===== config.mk =====
export PLATFORM = sky130hd
export DESIGN_NAME = sum_accumulator
export DESIGN_NICKNAME = d
export VERILOG_FILES = /design/src/rtl/sum_accumulator.sv
export SDC_FILE = /design/constraint.sdc
export NUM_CORES = 1
export LEC_CHECK = 0
export CAP_MARGIN = 0
export CORE_ASPECT_RATIO = 1.2
export CORE_UTILIZATION = 43
export DETAILED_ROUTE_END_ITERATION = 16
export GPL_ROUTABILITY_DRIVEN = 1
export HOLD_SLACK_MARGIN = 0.15
export PLACE_DENSITY = 0.73
export SYNTH_ARGS = -nofsm -noshare
export SYNTH_HDL_FRONTEND = slang
export SYNTH_SLANG_ARGS = --single-unit
export TNS_END_PERCENT = 50

===== constraint.sdc =====
create_clock -name clk -period 1.7 [get_ports clk]
set_input_delay 0.17 -clock clk [delete_from_list [all_inputs] [get_ports clk]]
set_output_delay 0.17 -clock clk [all_outputs]
set_load 0.01 [all_outputs]

===== src/rtl/sum_accumulator.sv =====
// ---------------------------------------------------------------------------
// sum_accumulator
//
// Collects BLOCK_LEN samples from a 4-bit adder (value = {cout,sum}, 0..31)
// into an ACC_W-bit running total and presents the block result with a
// valid/ready handshake. While the result waits for the consumer, no new
// samples are taken, so the result stays frozen until it is taken.
//
// Optional feature: define SUM_ACC_SAT_EN to saturate the total at all-ones
// on overflow instead of wrapping. The default build (macro undefined) wraps.
//
// Parameters
//   ACC_W      accumulator / result width, 6..32
//   BLOCK_LEN  samples per block, 1..15
//
// Ports
//   clk        rising-edge clock for all state
//   rst        synchronous active-high reset (highest priority)
//   clear      synchronous abort of the current block
//   in_valid   upstream sample present
//   in_ready   block can accept a sample (low only while a result waits)
//   sum        4-bit adder sum
//   cout       4-bit adder carry
//   out_valid  block result available
//   out_ready  downstream takes the result
//   acc_out    accumulated block result
//   sample_cnt samples accepted in the current block
//   ovf        sticky overflow flag for the current block
// ---------------------------------------------------------------------------
module sum_accumulator #(
    parameter int ACC_W     = 12,
    parameter int BLOCK_LEN = 8
) (
    input  logic             clk,
    input  logic             rst,
    input  logic             clear,
    input  logic             in_valid,
    output logic             in_ready,
    input  logic [3:0]       sum,
    input  logic             cout,
    output logic             out_valid,
    input  logic             out_ready,
    output logic [ACC_W-1:0] acc_out,
    output logic [3:0]       sample_cnt,
    output logic             ovf
);

`ifdef SUM_ACC_SAT_EN
    localparam bit SAT_EN = 1'b1;
`else
    localparam bit SAT_EN = 1'b0;
`endif

    localparam logic [3:0] LEN = 4'(BLOCK_LEN);

    typedef enum logic [1:0] {
        IDLE = 2'd0,
        ACC  = 2'd1,
        DONE = 2'd2
    } state_t;

    state_t state;
    state_t state_next;

    logic             accept;
    logic [3:0]       cnt_inc;
    logic [ACC_W:0]   sample_ext;
    logic [ACC_W:0]   add_full;

    assign accept     = in_valid && in_ready;
    assign cnt_inc    = sample_cnt + 4'd1;
    assign sample_ext = {{(ACC_W-4){1'b0}}, cout, sum};
    // Extra top bit catches the carry out of the accumulator width.
    assign add_full   = {1'b0, acc_out} + sample_ext;

    // State register
    always_ff @(posedge clk) begin
        if (rst) begin
            state <= IDLE;
        end else begin
            state <= state_next;
        end
    end

    // Next-state logic; clear overrides every transfer
    always_comb begin
        state_next = state;
        if (clear) begin
            state_next = IDLE;
        end else begin
            case (state)
                IDLE: begin
                    if (accept) begin
                        state_next = (LEN == 4'd1) ? DONE : ACC;
                    end
                end
                ACC: begin
                    if (accept && (cnt_inc == LEN)) begin
                        state_next = DONE;
                    end
                end
                DONE: begin
                    if (out_ready) begin
                        state_next = IDLE;
                    end
                end
                default: state_next = IDLE;
            endcase
        end
    end

    // Handshake outputs decoded from state
    always_comb begin
        in_ready  = (state != DONE);
        out_valid = (state == DONE);
    end

    // Datapath: total, sample count and sticky overflow
    always_ff @(posedge clk) begin
        if (rst || clear) begin
            acc_out    <= '0;
            sample_cnt <= 4'd0;
            ovf        <= 1'b0;
        end else begin
            case (state)
                IDLE: begin
                    // The first sample of a block always fits because ACC_W >= 6.
                    if (accept) begin
                        acc_out    <= sample_ext[ACC_W-1:0];
                        sample_cnt <= 4'd1;
                        ovf        <= 1'b0;
                    end
                end
                ACC: begin
                    if (accept) begin
                        sample_cnt <= cnt_inc;
                        if (add_full[ACC_W]) begin
                            ovf     <= 1'b1;
                            acc_out <= SAT_EN ? {ACC_W{1'b1}} : add_full[ACC_W-1:0];
                        end else begin
                            acc_out <= add_full[ACC_W-1:0];
                        end
                    end
                end
                DONE: begin
                    if (out_ready) begin
                        acc_out    <= '0;
                        sample_cnt <= 4'd0;
                        ovf        <= 1'b0;
                    end
                end
                default: begin
                    acc_out    <= '0;
                    sample_cnt <= 4'd0;
                    ovf        <= 1'b0;
                end
            endcase
        end
    end

endmodule


# Yosys cells after proc, flatten, opt, wreduce, memory -nomap -nowiden
# Cells that the tools add are included.
# op_classes
n_addsub	2
eq_ne	9
n_mux	17
reduce_logical	8
# op_table
operator	count
$mux W12	3
$pmux W12 S3	1
$add A12 B5 Y13	1
$mux W4	3
$pmux W4 S3	1
$ne A2 B2 Y1 const B	5
$mux W2	3
$pmux W2 S3	1
$reduce_and A3 Y1	2
$add A4 B1 Y4 const B	1
$eq A4 B4 Y1 const B	1
$mux W1	4
$reduce_and A4 Y1	1
$pmux W1 S3	1
$eq A2 B1 Y1 const B	1
$eq A2 B2 Y1 const B	1
$logic_and A1 B1 Y1	2
$logic_not A2 Y1	1
$ne A2 B1 Y1 const B	1
$reduce_or A2 Y1	1
$logic_or A1 B1 Y1	1
# word_totals
reg_bits	19
output_inout_bits	19

# Logic depth before layout (Yosys ltp)
# Gate-level depths: netlist (run 1).
# logic_depth
ltp_word	5
mapped_depth	8

# Worst setup path before layout (run 1)
# Ideal clock, no wire load.
# synth_path
path_kind	register -> register
startpoint	register acc_out[0]
endpoint	register acc_out[8]
setup_time_ns	0.128
arrival_time_ns	1.648
required_time_ns	1.572
slack_ns	-0.077
stages_incl_launch_ff	9
n_path_buf	0
path_cell_list	dfxtp_1 ha_1 inv_1 fa_1 nor2b_1 o31a_1 o2111ai_1 xor2_1 nor2_1
# synth_between
elab_chain_len	3
# synth_lines
element	line	rtl
from (decl)	43	output logic [ACC_W-1:0] acc_out,
from (signal assigned)	129	acc_out <= sample_ext[ACC_W-1:0];
from (signal assigned)	139	acc_out <= SAT_EN ? {ACC_W{1'b1}} : add_full[ACC_W-1:0];
from (signal assigned)	141	acc_out <= add_full[ACC_W-1:0];
$add A12 B5 Y13	74	assign add_full = {1'b0, acc_out} + sample_ext;
$mux W12	135	if (accept) begin
$pmux W12 S3	125	case (state)
# Every way passes these cells. The select of a mux whose other input is x is not followed.
# A chain may end at the register's enable or synchronous reset.

# Worst setup path after layout (run 1)
# Same ends and word-level chain as after synthesis.

==> flow_metrics.py, run 1 <==
metrics = {
    "power": {
        "powerDensity_mw_per_mm2": 527,
        "worst_ir_drop_vdd_mv": 0.515,
        "p_int_w": 0.000626,
        "finalPower_w": 0.000851,
        "power_switching_w": 0.000225,
        "clkPwrFrac_pct": 26.9,
        "p_leak_nw": 0.604,
        "pwr-share-comb_pct": 19.3,
        "pwr-share-seq_pct": 53.8,
        "p_sw_share_pct": 26.5,
    },
    "global_routing": {
        "grt_pass1_wl_um": 4570,
        "overflow": 0,
        "grt_util_all_layers_pct": 20.9,
        "grt_max_degree": 13,
        "antenna_found_initial": 0,
        "grt_pass1_vias": 1036,
    },
    "sta": {
        "finalSetupViolCount": 4,
        "finalHoldViolations": 0,
        "whs_ns": 0.483,
        "setup_ws_ns": -0.0812,
        "drv_slew": 0,
        "post-route-period-util_pct": 105,
        "timing.slew.headroom_pct": 75.8,
        "skew_ns": 0.00141,
        "layout_min_cycle_time_ns": 1.78,
        "worstMarginPinSlew_ns": 0.363,
        "grt_setup_unrepaired": "yes",
        "max_freq_ghz": 0.561,
    },
    "layout": {
        "insertedDiodeCount": 0,
        "area_delta_synth_final_pct": 44.4,
        "final_cell_mix": "25 x clkdlybuf4s50_1, 19 x nor2_1, 15 x dfxtp_1",
        "final_nets": 189,
        "drive_gt1_share_pct": 24.7,
        "layout_commonest_cell": "clkdlybuf4s50_1",
    },
    "route": {
        "firstDrtPassIters": 4,
        "vias_per_cell": 5.23,
        "postRouteAntennaNets": 0,
        "wirelength_um": 2610,
        "drt-initial-drc-count": 12,
        "wl_per_cell_um": 13.0,
        "drcViolationCount": 0,
        "vias": 1052,
    },
    "critical_path": {
        "cp_max_fo": 5,
        "cp-end-kind": "flop",
        "cp.arrival_ns": 1.98,
        "crit_type": "flop to flop",
        "cp-start-kind": "flop",
        "required_ns": 1.90,
    },
    "synth": {
        "synth_area_mm2": 0.00112,
        "async_flop_share_pct": 0,
        "synth_warnings": 0,
        "ys_seq_area_share_pct": 34.0,
        "synth_fp_nets": 145,
        "syn_area_per_cell_um2": 8.82,
        "syn_inst": 127,
        "ys_seq_elements": 19,
        "synth_edf_count": 0,
        "synthTopCellsByArea": "dfxtp_1 34%, ha_1 7.8%, nor2_1 6.4%, xor2_1 5.5%, a21oi_1 5.4%",
        "synth.largest_area_cell": "dfxtp_1",
        "synthFlopType": "dfxtp_1",
        "synth_cell_type_count": 37,
        "yosysTopAreaCellShare_pct": 34.0,
    },
    "die": {
        "die_w_um": 48.6,
        "placementRows": 19,
        "die_y_um": 57.9,
        "die_area_mm2": 0.00281,
        "coreArea_mm2": 0.00238,
        "start_util_pct": 47.1,
        "io_pins": 29,
    },
    "placed_design": {
        "gp_congestion": 0.838,
        "io_buffers": 28,
        "hpwl_um": 1930,
    },
    "run_status": {
        "status": "complete, but fails checks",
        "violations": "negative setup slack",
    },
    "clocking": {
        "root_buffer": "clkbuf_4",
        "cts_tree": "built",
        "numCtsBuffers": 3,
        "clock_path_buffers": 2,
        "cts.sinks": 19,
        "htree_levels": 1,
        "path_clk_slew_ns": 0.11,
        "clk_latency_ns": 0.29,
    },
    "job": {
        "cap_viol_max_count": 0,
    },
    "worst_hold_path": {
        "hold_class": "flop to flop",
    },
}
[metal layers]
metal	wire length, um	vias to the layer above	GRT usage, %
met1	1160	496	26.5
met3	78	2	2.62
met4	21	0	8.82
met5	0	-	0
li1	-	536	-
met2	1350	18	36.2
[through the flow]
step	instances	setup TNS (ns)	util [%]	worst slack (ns)	instance area [um^2]
after CTS	200	-0.00620	65.7	-0.00620	1560
after floorplan	127	0	-	0.0247	1140
after global routing	201	-0.749	68.0	-0.161	1620
after global placement	196	-3.08	64.4	-0.368	1530
final	201	-0.183	68.0	-0.0812	1620
after detailed placement	196	-3.46	64.4	-0.420	1530
[logic make-up (layout without fill, tap and decap cells)]
family,count (synthesis),in the layout,share of synthesized area (%)
and+or+nand+nor,42,42,18.3
xor gates and xnor gates,11,11,8.60
muxes,2,2,1.79
DFF,19,19,34.0
adders and majority gates,8,8,9.61
AOI/OAI and AO/OA,34,34,22.7
buffers and inverters,11,54,5.03
[area by class of cell]
class	count	area [um^2]
Multi-Input combinational cell	97	739
Clock inverter	1	5.00
Clock buffer	3	22.5
Inverter	7	26.3
Fill cell	200	761
Timing Repair Buffer	43	397
Sequential cell	19	388
Tap cell	31	38.8
[sequential cells by signal, summed over array words and instances (netlist names)]
name	flops
acc_out	12
sample_cnt	4
ovf	1
state	2
[worst max-delay path, cell delays in order, from the launching register on]
cell       delay, ns
dfxtp_4         0.38
ha_4            0.13
inv_2           0.03
fa_2            0.37
nor2b_2         0.15
o31a_1          0.26
o2111ai_2       0.15
xor2_1          0.16
nor2_1          0.05
[synthesized netlist by cell type, drive strengths merged (2+ instances only)]
| library cell | count |
|---|---|
| a2111oi | 3 |
| a211oi | 2 |
| and2b | 2 |
| mux2i | 2 |
| a21oi | 12 |
| o2111ai | 3 |
| o21ai | 6 |
| nor2 | 19 |
| nand4 | 2 |
| xnor2 | 4 |
| ha | 7 |
| or2 | 2 |
| xor2 | 7 |
| nand3 | 5 |
| buf | 4 |
| dfxtp | 19 |
| nor2b | 2 |
| inv | 7 |
| nand2 | 5 |
| a22oi | 2 |
[path summary, 6_finish.rpt]
check / startpoint / endpoint / slack, ns / cells after the start
worst min-delay path: ovf / ovf / 0.48 / 2
worst min register to register: ovf / ovf / 0.48 / 2
worst max-delay path: acc_out[0] / acc_out[8] / -0.08 / 8
worst max register to register: acc_out[0] / acc_out[8] / -0.08 / 8
[power by group through the flow]
stage / clock, W / combinational [W] / sequential (W)
floorplan: 0 / 0.0000829 / 0.000471
global placement: 0 / 0.000150 / 0.000469
detailed placement: 0 / 0.000153 / 0.000469
CTS: 0.000236 / 0.000155 / 0.000459
global route: 0.000267 / 0.000181 / 0.000460
finish: 0.000229 / 0.000164 / 0.000458
[what timing repair did]
item,CTS,global route
hold buffers,0,0
setup endpoints to repair,10,10
pin swaps,2,5
gates resized for setup,6,14
buffers inserted,0,1
Note: power is estimated with default switching activity, not from simulation.
==> run 2, diff against run 1 <==
CORE_MARGIN = 5   (was unset)
==> flow_metrics.py, run 2 (synthesis gave the netlist of run 1 again) <==
metrics = {
    "run_status": {
        "status": "complete, but fails checks",
        "violations": "negative setup slack",
    },
    "placed_design": {
        "hpwl_um": 1990,
        "place_area_mm2": 0.00154,
        "io_buffers": 28,
        "place_ws_ns": -0.367,
        "gp_congestion": 0.920,
    },
    "power": {
        "worst_ir_drop_vdd_mv": 0.332,
        "powerDensity_mw_per_mm2": 530,
        "p_leak_nw": 0.590,
    },
    "global_routing": {
        "antenna_found_initial": 0,
        "grt_pass1_wl_um": 4620,
        "overflow": 0,
        "grt_pass1_vias": 1105,
        "grt_util_all_layers_pct": 15.2,
        "grt_max_degree": 13,
    },
    "route": {
        "drcViolationCount": 0,
        "vias_per_cell": 5.17,
        "wirelength_um": 2610,
        "firstDrtPassIters": 4,
        "drt-initial-drc-count": 18,
        "postRouteAntennaNets": 0,
        "vias": 1050,
        "wl_per_cell_um": 12.9,
    },
    "sta": {
        "drv_slew": 0,
        "finalHoldViolations": 0,
        "setup_ws_ns": -0.00793,
        "grt_setup_unrepaired": "yes",
        "finalSetupViolCount": 1,
        "layout_min_cycle_time_ns": 1.71,
        "max_freq_ghz": 0.586,
        "worstMarginPinSlew_ns": 0.356,
        "post-route-period-util_pct": 100,
        "timing.slew.headroom_pct": 75.6,
        "skew_ns": 0.00147,
        "setup_tns_ns": -0.00793,
        "whs_ns": 0.467,
    },
    "layout": {
        "final_cell_area_mm2": 0.00159,
        "ff_latch_area_um2": 384,
        "drive_gt1_share_pct": 20.6,
        "final_nets": 189,
        "final_cell_mix": "26 x clkdlybuf4s50_1, 19 x nor2_1, 16 x dfxtp_1",
        "layout_commonest_cell": "clkdlybuf4s50_1",
        "fin_util_pct": 63.0,
        "largest-register": "acc_out",
        "multi_input_area_um2": 717,
        "largest_reg_flops": 12,
        "fillCellCount": 236,
        "insertedDiodeCount": 0,
        "area_delta_synth_final_pct": 42.2,
        "largestRegisters": "acc_out: 12 flops, sample_cnt: 4 flops, state: 2 flops",
    },
    "die": {
        "coreArea_mm2": 0.00253,
        "die_area_mm2": 0.00373,
        "die_y_um": 65.9,
        "die_w_um": 56.6,
        "start_util_pct": 44.3,
        "io_pins": 29,
        "placementRows": 20,
    },
    "critical_path": {
        "cp-start-kind": "input port",
        "startpoint": "sum[1]",
        "cp_max_fo": 4,
        "r2r-start": "acc_out[0]",
        "cp-end-kind": "flop",
        "required_ns": 1.89,
        "cp.arrival_ns": 1.90,
        "crit_type": "input port to flop",
    },
    "job": {
        "cap_viol_max_count": 0,
    },
    "clocking": {
        "htree_levels": 1,
        "clk_latency_ns": 0.29,
        "numCtsBuffers": 3,
        "cts.sinks": 19,
        "path_clk_slew_ns": 0.11,
        "root_buffer": "clkbuf_4",
        "cts_tree": "built",
        "clock_path_buffers": 2,
    },
    "worst_hold_path": {
        "hold_class": "flop to flop",
        "min_from": "ovf",
    },
}
[run 2: report_power, final]
part | leakage, nW | switching, W | internal [W]
registers | 0.155 | 0.00000678 | 0.000452
logic | 0.419 | 0.0000748 | 0.0000865
clock network | 0.0150 | 0.000133 | 0.0000911
total | 0.590 | 0.000215 | 0.000630
[run 2: area by class of cell]
type	instances	share of cell area (%)
Multi-Input combinational cell	97	45.0
Timing Repair Buffer	43	25.0
Sequential cell	19	24.1
Tap cell	33	2.59
Clock buffer	4	1.65
Inverter	7	1.65
[run 2: final timing paths]
check	slack [ns]	cells past startpoint	end
worst max-delay path	-0.008	8	acc_out[8]
worst min-delay path	0.47	2	ovf
worst max register to register	0	8	acc_out[8]
worst min register to register	0.47	2	ovf
[run 2: repair_timing]
| item | in CTS | in global routing |
|---|---|---|
| endpoints found under the hold margin | 0 | 0 |
| endpoints found under the setup margin | 10 | 11 |
| pin swaps | 1 | 2 |
| buffers inserted | 0 | 0 |
| resized for setup | 5 | 8 |
| hold buffers | 0 | 0 |
[run 2: per-stage QoR]
step / total power [W] / cells
after detailed placement: 0.000624 / 199
final: 0.000845 / 203
after CTS: 0.000852 / 203
after global routing: 0.000893 / 203
after floorplan: 0.000554 / 127
after global placement: 0.000620 / 199
[run 2: per-layer routing]
metal,GRT usage [%],vias to the layer above,part of all wire (%)
li1,-,531,-
met3,1.95,4,3.3
met2,27.9,28,48
met4,6.53,0,1.5
met1,17.5,487,47
met5,0,-,0
[run 2: critical path: stages]
cell and delay [ns]:
clkdlybuf4s50_1 0.52, inv_1 0.08, fa_2 0.42, nor2b_4 0.12
o31a_1 0.20, o2111ai_1 0.14, xor2_1 0.19, nor2_1 0.06
==> patch: new RTL, settings of run 2 <==
Change the localparam `SAT_EN` from 1'b0 to 1'b1.
--- a/src/rtl/sum_accumulator.sv
+++ b/src/rtl/sum_accumulator.sv
@@ -48,7 +48,7 @@
 `ifdef SUM_ACC_SAT_EN
     localparam bit SAT_EN = 1'b1;
 `else
-    localparam bit SAT_EN = 1'b0;
+    localparam bit SAT_EN = 1'b1;
 `endif
 
     localparam logic [3:0] LEN = 4'(BLOCK_LEN);
Function: same outputs for any inputs over 10 cycles, from zero or initial values; that may be too few to reach the edited logic, so the function may still have changed.
==> patch against run 2 <==
  * Sequential share of layout area decreased by 3.1 points
  * Critical endpoint is now acc_out[7]
  * Area after synthesis grew 12%
  * Sequential cell count stayed put
  * Cell area grew 17%
  * Routed wire length increased by 43%
  * Setup slack better by 0.047 ns
  * Highest routed layer unchanged
  * Synthesized cell count up 15%
  * Critical path type is now reg2reg
  * First-iteration DRC count grew 110%
  * Power grew 6.9%
  * Hold slack worse by 0.22 ns
  * Clock power increased by 8%
  * Largest power group unchanged
==> patch: results (changes against run 2) <==
Clk pin slew, worst setup/hold paths=0.11 ns (about the same); TritonCTS buffer count=3 (unchanged); top cells by count, synth=dfxtp_1 (19), nor2_1 (13), a21oi_1 (11); async set or reset register ratio after synthesis=0 (unchanged); synth warn=0 (unchanged); Peak VDD IR=0.321 mV (-3.5%); htree depth=1 (unchanged); sw frac=0.287 (+0.0322); final-stage net count=218 (+15%); vias in the first global route=1396 (+26%); top post-synthesis cells by area=dfxtp_1 (30%), ha_1 (7.0%), a21oi_1 (4.4%); crit-path leading delay family=compound AO/OA/AOI/OAI gates; worst-skew pair later-pin latency=0.32 ns (+0.03 ns); synth unique cells=46 (+24%); 1st-pass router iterations=4 (unchanged); syn_nets=164 (+13%); register area share after synthesis=0.303 (-0.0366); CTS root buf=clkbuf_4; n_diodes=0 (unchanged); worst r2r src=acc_out[0]; reg2reg path depth=6 (-2); M2 GR Usage=0.310 (+0.0309); Regs by FF count=acc_out x12, sample_cnt x4, state x2; M1 GR Usage=0.242 (+0.0669); clock buffer depth=2 (unchanged); wire per inst=16.1 µm (+25%); First DRT Iteration DRCs=38 (+20); Crit Path Max Fanout=6 (+2); skew final=0.00833 ns (+0.00686 ns); I/O Buffers=28 (unchanged); largest net degree at the start of global routing=11 (-2); setup slack, reg-to-reg=0.04 ns (+0.04 ns); worst min-delay path class=in2reg; met3 Usage GRT=0.0298 (+0.0103); fill count=237 (+0.42%); Arr. time, crit path=1.88 ns (-0.02 ns); Min-Delay Endpoint=acc_out[0]; HPWL reported at the end of detailed placement=2.77 mm (+39%); layout cells sized above 1=0.251 (+0.0454); initial antenna violation count=0 (unchanged); Worst Hold Path Cells=3 (+1); GP Congestion=0.848 (-7.8%); slowest stage delay, CP=0.37 ns (-0.15 ns); global-route wire length before repair=6.23 mm (+35%); min-delay src=sum[0]; Crit-path slowest cell=fa_2; Total GRT Usage=0.191 (+0.0387); Vias/cell=5.91 (+14%); outcome=complete, no violations; LEAKAGE=0.000717 µW (+22%); FF-to-FF End=acc_out[7]; Worst Tran Pin Value=0.350 ns (-0.00631 ns)
-- patch: metrics by stage --
step                      area, µm²  hold WS, ns  std cells  TNS, ns  setup slack, ns
after CTS                      1790        0.497        232  -0.0186         -0.00975
after floorplan                1260        0.338        146        0         0.000579
final                          1860        0.244        233        0           0.0391
after global placement         1730        0.456        227    -3.24           -0.320
after detailed placement       1730        0.471        227    -3.85           -0.369
after global routing           1860        0.301        233   -0.123          -0.0476
-- patch: worst max-delay path by stage --
stage                     startpoint          end  slack, ns  cells after the start
after floorplan           acc_out[0]   acc_out[6]     0.0006                      6
after detailed placement      sum[0]   acc_out[7]      -0.37                      7
after global placement        sum[0]   acc_out[7]      -0.32                      7
after global routing      acc_out[0]   acc_out[6]      -0.05                      6
after CTS                 acc_out[0]  acc_out[10]      -0.01                      6
final                     acc_out[0]   acc_out[7]       0.04                      6
-- patch: power by group through the flow --
stage / logic (µW) / registers, µW / clock network (µW)
global placement: 171 / 471 / 0
floorplan: 82.5 / 472 / 0
global route: 215 / 462 / 267
finish: 200 / 461 / 243
CTS: 185 / 462 / 247
detailed placement: 174 / 471 / 0
-- patch: cells by family (layout without fill, tap and decap cells) --
group | after synthesis | after routing | synth area share
and+or+nand+nor | 55 | 55 | 0.243
AOI/OAI and AO/OA | 53 | 54 | 0.308
DFF | 19 | 19 | 0.303
adders and majority gates | 8 | 8 | 0.0857
buffers and inverters | 8 | 60 | 0.0389
xor gates and xnor gates | 3 | 3 | 0.0209
-- patch: worst reg2reg max path, delay by kind of cell, from the launching register on --
family          cells  cell delay, ns
compound gates      4            0.69
fa+ha+maj           2            0.53
flops               1            0.35
-- patch: layout make-up --
type	instances	area share
tap	34	0.0229
clock buffer	4	0.0142
sequential	19	0.210
timing repair buffer	53	0.257
inverter	3	0.00606
multi-input combinational	120	0.490
-- patch: what timing repair did --
action | in CTS | in global routing
buffers inserted | 0 | 1
cloned | 1 | 0
endpoints found under the setup margin | 9 | 14
pin swaps | 2 | 1
resized for setup | 6 | 14
-- patch: metal layers --
metal  vias up  share of wire
met1       638           0.42
met4         0          0.019
met2        60           0.49
met3         9          0.070
li1        670              -
met5         -              0
